`src/rtl/note_sequencer.sv`:
```
// note_sequencer: plays a programmable {note, duration} melody table into a
// single tone generator; a nonzero live key note always overrides playback.
module note_sequencer #(
   parameter int  DEPTH     = 16,
   parameter int  DUR_W     = 8,
   parameter int  TICK_DIV  = 50000,
   parameter int  GAP_TICKS = 20,
   localparam int AW        = $clog2(DEPTH)
) (
   input  logic             clk_i,
   input  logic             resetn_i,
   input  logic             wr_en_i,
   input  logic [AW-1:0]    wr_addr_i,
   input  logic [2:0]       wr_note_i,
   input  logic [DUR_W-1:0] wr_dur_i,
   input  logic [AW:0]      length_i,
   input  logic             loop_i,
   input  logic             start_i,
   input  logic             stop_i,
   input  logic [2:0]       key_note_i,
   output logic [2:0]       note_o,
   output logic             busy_o,
   output logic [AW-1:0]    step_idx_o,
   output logic             done_o,
   output logic [1:0]       state_o
);
   localparam int PW = (TICK_DIV < 2) ? 1 : $clog2(TICK_DIV);
   localparam int GW = (GAP_TICKS < 2) ? 1 : $clog2(GAP_TICKS + 1);
   localparam int CW = (DUR_W > GW) ? DUR_W : GW;

   typedef enum logic [1:0] {
      IDLE = 2'd0,
      PLAY = 2'd1,
      GAP  = 2'd2
   } state_t;

   state_t          state_q, state_d;
   logic [PW-1:0]   presc_q, presc_d;
   logic [CW-1:0]   cnt_q, cnt_d;
   logic [AW-1:0]   idx_q, idx_d;
   logic [AW:0]     len_q, len_d;
   logic [2:0]      cur_note_q, cur_note_d;
   logic [2:0]      note_q, note_d;
   logic            done_q, done_d;

   logic [2+DUR_W:0] tbl [DEPTH];
   logic [2+DUR_W:0] ld_entry;
   logic [DUR_W-1:0] ld_dur;
   logic [AW-1:0]    ld_addr;
   logic             load, finish, advance, to_gap, expire, tick, last;

   // Table is storage only; it is deliberately not reset.
   always_ff @(posedge clk_i) begin
      if (wr_en_i) tbl[wr_addr_i] <= {wr_note_i, wr_dur_i};
   end

   // The load reads before this cycle's write lands, so a same-cycle
   // write/load of one address fetches the old entry.
   assign ld_entry = tbl[ld_addr];
   assign ld_dur   = ld_entry[DUR_W-1:0];

   assign busy_o  = (state_q != IDLE);
   assign tick    = busy_o && (presc_q == PW'(TICK_DIV - 1));
   assign expire  = tick && (cnt_q == CW'(1));
   assign advance = expire && ((state_q == GAP) || ((state_q == PLAY) && (GAP_TICKS == 0)));
   assign to_gap  = expire && (state_q == PLAY) && (GAP_TICKS != 0);
   assign last    = ({1'b0, idx_q} >= (len_q - (AW+1)'(1)));

   // Which entry (if any) gets loaded this cycle; stop beats start beats advance.
   always_comb begin
      load    = 1'b0;
      finish  = 1'b0;
      ld_addr = '0;
      if (advance) begin
         if (!last) begin
            load    = 1'b1;
            ld_addr = idx_q + AW'(1);
         end else if (loop_i) begin
            load = 1'b1;
         end else begin
            finish = 1'b1;
         end
      end
      if (start_i) begin
         load    = (length_i != '0);
         finish  = (length_i == '0);
         ld_addr = '0;
      end
      if (stop_i) begin
         load   = 1'b0;
         finish = 1'b0;
      end
   end

   always_comb begin
      state_d    = state_q;
      idx_d      = idx_q;
      len_d      = len_q;
      cnt_d      = cnt_q;
      cur_note_d = cur_note_q;
      done_d     = 1'b0;
      presc_d    = tick ? '0 : presc_q + PW'(1);
      if (tick && !expire) cnt_d = cnt_q - CW'(1);
      if (to_gap) begin
         state_d = GAP;
         cnt_d   = CW'(GAP_TICKS);
         presc_d = '0;
      end
      if (finish) begin
         state_d = IDLE;
         done_d  = 1'b1;
      end
      if (stop_i) state_d = IDLE;
      if (start_i && !stop_i && (length_i != '0)) begin
         len_d = (length_i > (AW+1)'(DEPTH)) ? (AW+1)'(DEPTH) : length_i;
      end
      if (load) begin
         state_d    = PLAY;
         idx_d      = ld_addr;
         cnt_d      = (ld_dur == '0) ? CW'(1) : CW'(ld_dur);
         cur_note_d = ld_entry[2+DUR_W:DUR_W];
         presc_d    = '0;
      end
      if (state_d == IDLE) presc_d = '0;
      note_d = (key_note_i != 3'd0) ? key_note_i
             : ((state_d == PLAY) ? cur_note_d : 3'd0);
   end

   always_ff @(posedge clk_i or negedge resetn_i) begin
      if (!resetn_i) begin
         state_q    <= IDLE;
         presc_q    <= '0;
         cnt_q      <= '0;
         idx_q      <= '0;
         len_q      <= '0;
         cur_note_q <= '0;
         note_q     <= '0;
         done_q     <= 1'b0;
      end else begin
         state_q    <= state_d;
         presc_q    <= presc_d;
         cnt_q      <= cnt_d;
         idx_q      <= idx_d;
         len_q      <= len_d;
         cur_note_q <= cur_note_d;
         note_q     <= note_d;
         done_q     <= done_d;
      end
   end

   assign note_o     = note_q;
   assign step_idx_o = idx_q;
   assign done_o     = done_q;
   assign state_o    = state_q;

endmodule

```
`config.mk`:
```
export PLATFORM = sky130hd
export DESIGN_NAME = note_sequencer
export DESIGN_NICKNAME = d
export VERILOG_FILES = /design/src/rtl/note_sequencer.sv
export SDC_FILE = /design/constraint.sdc
export NUM_CORES = 1
export LEC_CHECK = 0
export CORE_MARGIN = 8
export CORE_UTILIZATION = 53
export CTS_CLUSTER_SIZE = 8
export DETAILED_ROUTE_END_ITERATION = 10
export PLACE_DENSITY = 0.73
export SETUP_SLACK_MARGIN = 0.2
export SLEW_MARGIN = 20
export SYNTH_ARGS = -nofsm -noshare
export SYNTH_HDL_FRONTEND = slang
export SYNTH_SLANG_ARGS = --single-unit
```
`constraint.sdc`:
```
create_clock -name clk_i -period 6.5 [get_ports clk_i]
set_input_delay 0.65 -clock clk_i [delete_from_list [all_inputs] [get_ports clk_i]]
set_output_delay 0.65 -clock clk_i [all_outputs]
set_load 0.05 [all_outputs]
```
=== After elaboration in Yosys (flattened, before gate mapping) ===
Memories as Yosys holds them, arrays and structs flattened.
Index checks and enable logic that the tools add are counted.

* Add/subtract/negate cells: 4
* $lt $le $gt $ge: 2
* Equal/unequal tests: 5
* Mux-type cells: 32
* Reductions and logical operators: 16

{| class="wikitable"
|+ Operators with widths
! operator !! number
|-
| $mux 16 || 4
|-
| $mux 8 || 4
|-
| $add 16x1->16 const B || 1
|-
| $eq 16x16->1 const B || 1
|-
| $mux 1 || 13
|-
| $mux 4 || 3
|-
| $mux 3 || 3
|-
| $eq 8x1->1 const B || 1
|-
| $logic_not 8->1 || 1
|-
| $mux 2 || 4
|-
| $sub 8x1->8 const B || 1
|-
| $logic_and 1x1->1 || 7
|-
| $reduce_bool 3->1 || 2
|-
| $ge 4x5->1 || 1
|-
| $gt 5x5->1 const B || 1
|-
| $logic_not 5->1 || 1
|-
| $mux 5 || 1
|-
| $reduce_bool 5->1 || 1
|-
| $sub 5x1->5 const B || 1
|-
| $add 4x1->4 const B || 1
|-
| $eq 2x1->1 const B || 2
|-
| $eq 2x2->1 const B || 1
|-
| $logic_not 1->1 || 2
|-
| $logic_not 2->1 || 1
|-
| $reduce_bool 2->1 || 1
|}

* Register bits after elaboration: 42
* Bits in writable memories: 176
* Input port bits: 29
* Output and inout bits: 11
* Logic and storage cells: 68
* Memories kept: 1

{| class="wikitable"
|+ Memory list
! name !! depth !! bits a word !! rd ports !! clocked after memory_dff !! write ports !! RTL line !! text
|-
| tbl || 16 || 11 || 1 || 0 || 1 || 46 || <nowiki>logic [2+DUR_W:0] tbl [DEPTH];</nowiki>
|}

=== Logic depth before layout (Yosys ltp) ===
* Depth in word-level cells: 13
* Gate-level depth with buffers: 15
* Mapped depth without buffers: 12

=== Least setup slack after synthesis ===
OpenSTA, ideal clock, no wires.

* Path type: register to register
* Start: register idx_q[0], in the netlist step_idx_o[0]
* End: register note_q[0], in the netlist note_o[0]
* Arrival: 3.653 ns
* Data required time: 6.382 ns
* Setup slack: 2.729 ns
* Stages on the path, launching flop included: 14
* Path buffers: 3
* Clock period less this slack: 3.771 ns
* Cell sequence: dfrtp_1 -> buf_2 -> buf_2 -> inv_1 -> clkbuf_1 -> ha_1 -> nor2b_1 -> o21a_1 -> nor3_1 -> a2111oi_0 -> o21a_1 -> a2111oi_0 -> o31ai_1 -> a21o_1

{| class="wikitable"
|+ RTL lines
! item !! RTL line !! text
|-
| start: declaration || 40 || <nowiki>logic [AW-1:0] idx_q, idx_d;</nowiki>
|-
| start signal: assignment || 143 || <nowiki>idx_q <= idx_d;</nowiki>
|-
| $add 4x1->4 or $ge 4x5->1 (tied branches) || 77, 67 ||
|-
| $mux 4 or $mux 1 (tied branches) || 75 || <nowiki>if (!last) begin</nowiki>
|-
| $mux 4 or $mux 1 (tied branches) || 74 || <nowiki>if (advance) begin</nowiki>
|-
| $mux 4 or $mux 1 (tied branches) || 84 || <nowiki>if (start_i) begin</nowiki>
|-
| $mem_v2 16x11 or $mux 1 (tied branches) || - ||
|-
| $mux 3 (*) || 117 || <nowiki>if (load) begin</nowiki>
|-
| named net cur_note_d[0] || 42 || <nowiki>logic [2:0] cur_note_q, cur_note_d;</nowiki>
|-
| $mux 3 (*) || 126 || <nowiki>: ((state_d == PLAY) ? cur_note_d : 3'd0);</nowiki>
|-
| $mux 3 (*) || 125 || <nowiki>note_d = (key_note_i != 3'd0) ? key_note_i</nowiki>
|-
| named net note_d[0] || 43 || <nowiki>logic [2:0] note_q, note_d;</nowiki>
|-
| end signal: assignment || 146 || <nowiki>note_q <= note_d;</nowiki>
|-
| end: declaration || 43 ||
|}

The timed path passes the listed nets; every way through them passes the cells marked *.
A chain may end at the register's enable or synchronous reset.

=== Final worst setup path ===
Ends and elaborated chain as after synthesis.

==> summary.md <==
| Metric | Value |
|---|---|
| R2R Path End | note_o[0]$_DFF_PN0_ |
| Share of layout cells above drive strength 1 | 13.8% |
| Routed Antenna Nets | 0 |
| Total core area | 17800 µm² |
| Largest net degree at the start of global routing | 51 |
| Mapped Cells | 671 |
| Post-CTS Hold Fix Bufs | 0 |
| Nets | ~780 |
| Startpoint Class | flop |
| Cell type with the largest total area after synthesis | edfxtp_1 |
| Io pins | 40 |
| CTS Buffer Depth | 3 |
| R2R Path Start | step_idx_o[0]$_DFFE_PN0P_ |
| Post-synth EDFFs | around 180 |
| Pre-CTS setup slack | 2.46 ns |
| Most frequent cell after synthesis | edfxtp_1 |
| Diode count | 0 |
| Initial Utilization | a little over half |
| RSZ-0062 raised after global routing | false |
| Setup ws final | 2.39 ns |
| Worst endpoint required time | between 6 and 7 ns |
| Initial antenna violation count | 0 |
| Status | complete, no violations |
| Critical path fanouts, max | 50 |
| Avg WL per Cell | 22.8 µm |
| DIE WIDTH | between 150 and 200 µm |
| Final number of setup-violating endpoints | 0 |
| Reg2Reg Depth | 11 |
| WL final | 22600 µm |
| Routed vias | 6083 |
| Critical Path Start | step_idx_o[0]$_DFFE_PN0P_ |
| Row cnt | 49 |
| Main synth FF type | edfxtp_1 |
| Max VDD drop | 0.213 mV |
| Commonest cells in the netlist | 176 x edfxtp_1, 62 x nor2_1, 42 x dfrtp_1 |
| Library cells used by synthesis | 63 |
| P_int | 0.00250 W |
| Area grow syn2layout | 16.6% |
| Critical path endpoint category | flop |
| Clock sink total | 218 |
| Period utilisation layout | 63.2% |
| Postcts setup bufs | 0 |
| Die height | approximately 150 µm |
| Remaining Overflow, GRT | 0 |
| Async set or reset register ratio after synthesis | roughly a fifth |
| Vias in the first global route | 6121 |
| GP Congestion | a little over 0.9 |
| Max cap viols | 0 |
| Synthesized area per cell | 14.3 µm² |
| TritonCTS clock tree | done |
| Syn Nets | 709 |
| Root buffer cell | clkbuf_16 |
| Comb pwr share | 4.8% |
| Clk pwr share | 45.9% |
| Yosys warns | 0 |
| FMAX | between 200 and 250 MHz |
| Synthesized flop and latch total | 218 |
| HPWL after DPL | 14500 µm |
| Shortest period the worst path allows | 4.11 ns |
| Final Hold Viols | 0 |
| Net switching power | 0.000688 W |
| Worst Skew | 0.00904 ns |
| Area share of the largest cell type after synthesis | 55.2% |
| Sw Share | between 20% and 30% |
| Worst-path clk slew | 0.06 ns |
| Fin. max-slew vios | 0 |
| Remaining DRCs | 0 |
| CP Data Arrival Time | 4.60 ns |
| DR vias/cell | 6.14 |
| CP Class | reg -> reg |
| Sequential-to-total area share from yosys stat | between 60% and 70% |
| Setup slack on the worst flop-to-flop path | 2.39 ns |
| Post-layout util | 62.6% |
| Setup TNS | 0 ns |
| H-tree levels | 1 |
| Worst-Margin Slew | 1.12 ns |
| Worst hold path type | in -> async |
| PwrDens | ~290 nW/µm² |
| Post-cts resize count | 0 |
| Ranking of synthesized cells by area | edfxtp_1 55%, dfrtp_1 11%, mux2i_1 3.6% |
| Setup crit end | note_o[0]$_DFF_PN0_ |
| Initial DRC count | 525 |
| Seq pwr share | 49.3% |
| Mapped cell area | about 9600 µm² |
| GR Util All Layers | around a fifth |
| Max_slew headroom | 25.4% |
| Number of buffers added on ports | 39 |
| Total CTS buffers | 31 |
| First-pass GRT wire length | 34900 µm |
| Clock latency on the worst-skew pair | roughly 0.56 ns |
| Cell leakage power | between 3 and 4 nW |
| Drt pass-1 iters | 5 |
| Die area | 22600 µm² |
[cells by family (layout without fill, tap and decap cells)]
kind of cell / count (synthesis) / after routing / share of synthesized area [%]
AOI/OAI and AO/OA: 109 / 109 / 7.94
xor gates and xnor gates: 27 / 27 / 2.47
adders and majority gates: 9 / 9 / 1.18
buffers and inverters: 40 / 130 / 2.08
DFF: 218 / 218 / 66.1
muxes: 62 / 62 / 8.65
and+or+nand+nor: 206 / 206 / 11.5
[flip-flops by register name (all words and copies together) (netlist names)]
signal / cells
state_o: 2
presc_q: 16
done_o: 1
len_q: 5
cnt_q: 8
step_idx_o: 4
note_o: 3
tbl: 176
cur_note_q: 3
[power groups by stage]
| stage | Combinational [W] | Sequential [W] | Clock, W |
|---|---|---|---|
| 2_1_floorplan | 0.0000786 | 0.00160 | 0 |
| 6_report | 0.000153 | 0.00157 | 0.00146 |
| 5_1_grt | 0.000169 | 0.00157 | 0.00154 |
| 3_5_place_dp | 0.000153 | 0.00160 | 0 |
| 3_3_place_gp | 0.000148 | 0.00160 | 0 |
| 4_1_cts | 0.000154 | 0.00157 | 0.00149 |
[how the worst min path moves through the flow]
stage	slack (ns)	end	from	cells after the start
after floorplan	0.35	cnt_q[0]$_DFFE_PN0P_	resetn_i	0
after global placement	0.47	cur_note_q[2]$_DFF_PN0_	cur_note_q[2]$_DFF_PN0_	2
after detailed placement	0.47	cur_note_q[2]$_DFF_PN0_	cur_note_q[2]$_DFF_PN0_	2
after CTS	0.26	step_idx_o[2]$_DFFE_PN0P_	resetn_i	1
after global routing	0.31	note_o[2]$_DFF_PN0_	resetn_i	1
final	0.25	note_o[0]$_DFF_PN0_	resetn_i	1
[through the flow]
stage | power, W | area [µm²] | hold slack (ns) | std cells
floorplan | 0.00168 | 9580 | 0.354 | 671
global placement | 0.00174 | 10300 | 0.472 | 933
detailed placement | 0.00175 | 10300 | 0.466 | 933
CTS | 0.00321 | 11200 | 0.257 | 990
global route | 0.00329 | 11200 | 0.310 | 990
finish | 0.00319 | 11200 | 0.248 | 990
[worst max-delay path, cell delays in order, from the launching register on]
cell,delay (ns)
dfrtp_2,0.35
buf_4,0.54
ha_2,0.31
buf_4,0.58
nand2b_1,0.49
nand4_1,0.18
a311oi_2,0.53
a2bb2oi_1,0.27
o21a_1,0.15
a2111oi_0,0.09
o31ai_1,0.37
a21o_1,0.16
[layout make-up]
| type | instances | area [µm²] |
|---|---|---|
| clock buffer | 55 | 866 |
| timing repair buffer | 62 | 558 |
| sequential | 218 | 6340 |
| multi-input combinational | 413 | 3050 |
| fill | 1313 | 6670 |
| tap | 229 | 287 |
| clock inverter | 2 | 28.8 |
| inverter | 11 | 41.3 |
[layer usage]
| layer | routed length, µm | GRT usage (%) | vias to the layer above |
|---|---|---|---|
| li1 | - | - | 2732 |
| met1 | 10000 | 27.8 | 3050 |
| met2 | 10300 | 32.2 | 256 |
| met3 | 1740 | 3.43 | 45 |
| met4 | 572 | 6.50 | 0 |
| met5 | 0 | 0 | - |
[placed cells by master (no fill, tap or decap), types with 4 or more instances in the layout]
| cell | count |
|---|---|
| a21o_1 | 6 |
| nand2_1 | 37 |
| nor2_1 | 62 |
| dfrtp_1 | 41 |
| clkbuf_16 | 31 |
| xnor2_1 | 12 |
| ha_1 | 8 |
| clkdlybuf4s50_1 | 38 |
| mux2_2 | 12 |
| a311oi_1 | 4 |
| nor2b_1 | 6 |
| nand3_1 | 16 |
| mux2i_1 | 34 |
| nor4_1 | 12 |
| o21ai_0 | 21 |
| edfxtp_1 | 176 |
| nor3_1 | 19 |
| mux4_2 | 15 |
| or3_1 | 6 |
| nand4_1 | 6 |
| nand3b_1 | 5 |
| a211oi_1 | 7 |
| o22ai_1 | 12 |
| nand2b_1 | 12 |
| and3_1 | 6 |
| o211ai_1 | 4 |
| inv_1 | 11 |
| a21oi_1 | 26 |
| clkbuf_1 | 24 |
| buf_4 | 23 |
| xor2_1 | 15 |
Power figures use the tool's default switching activity.
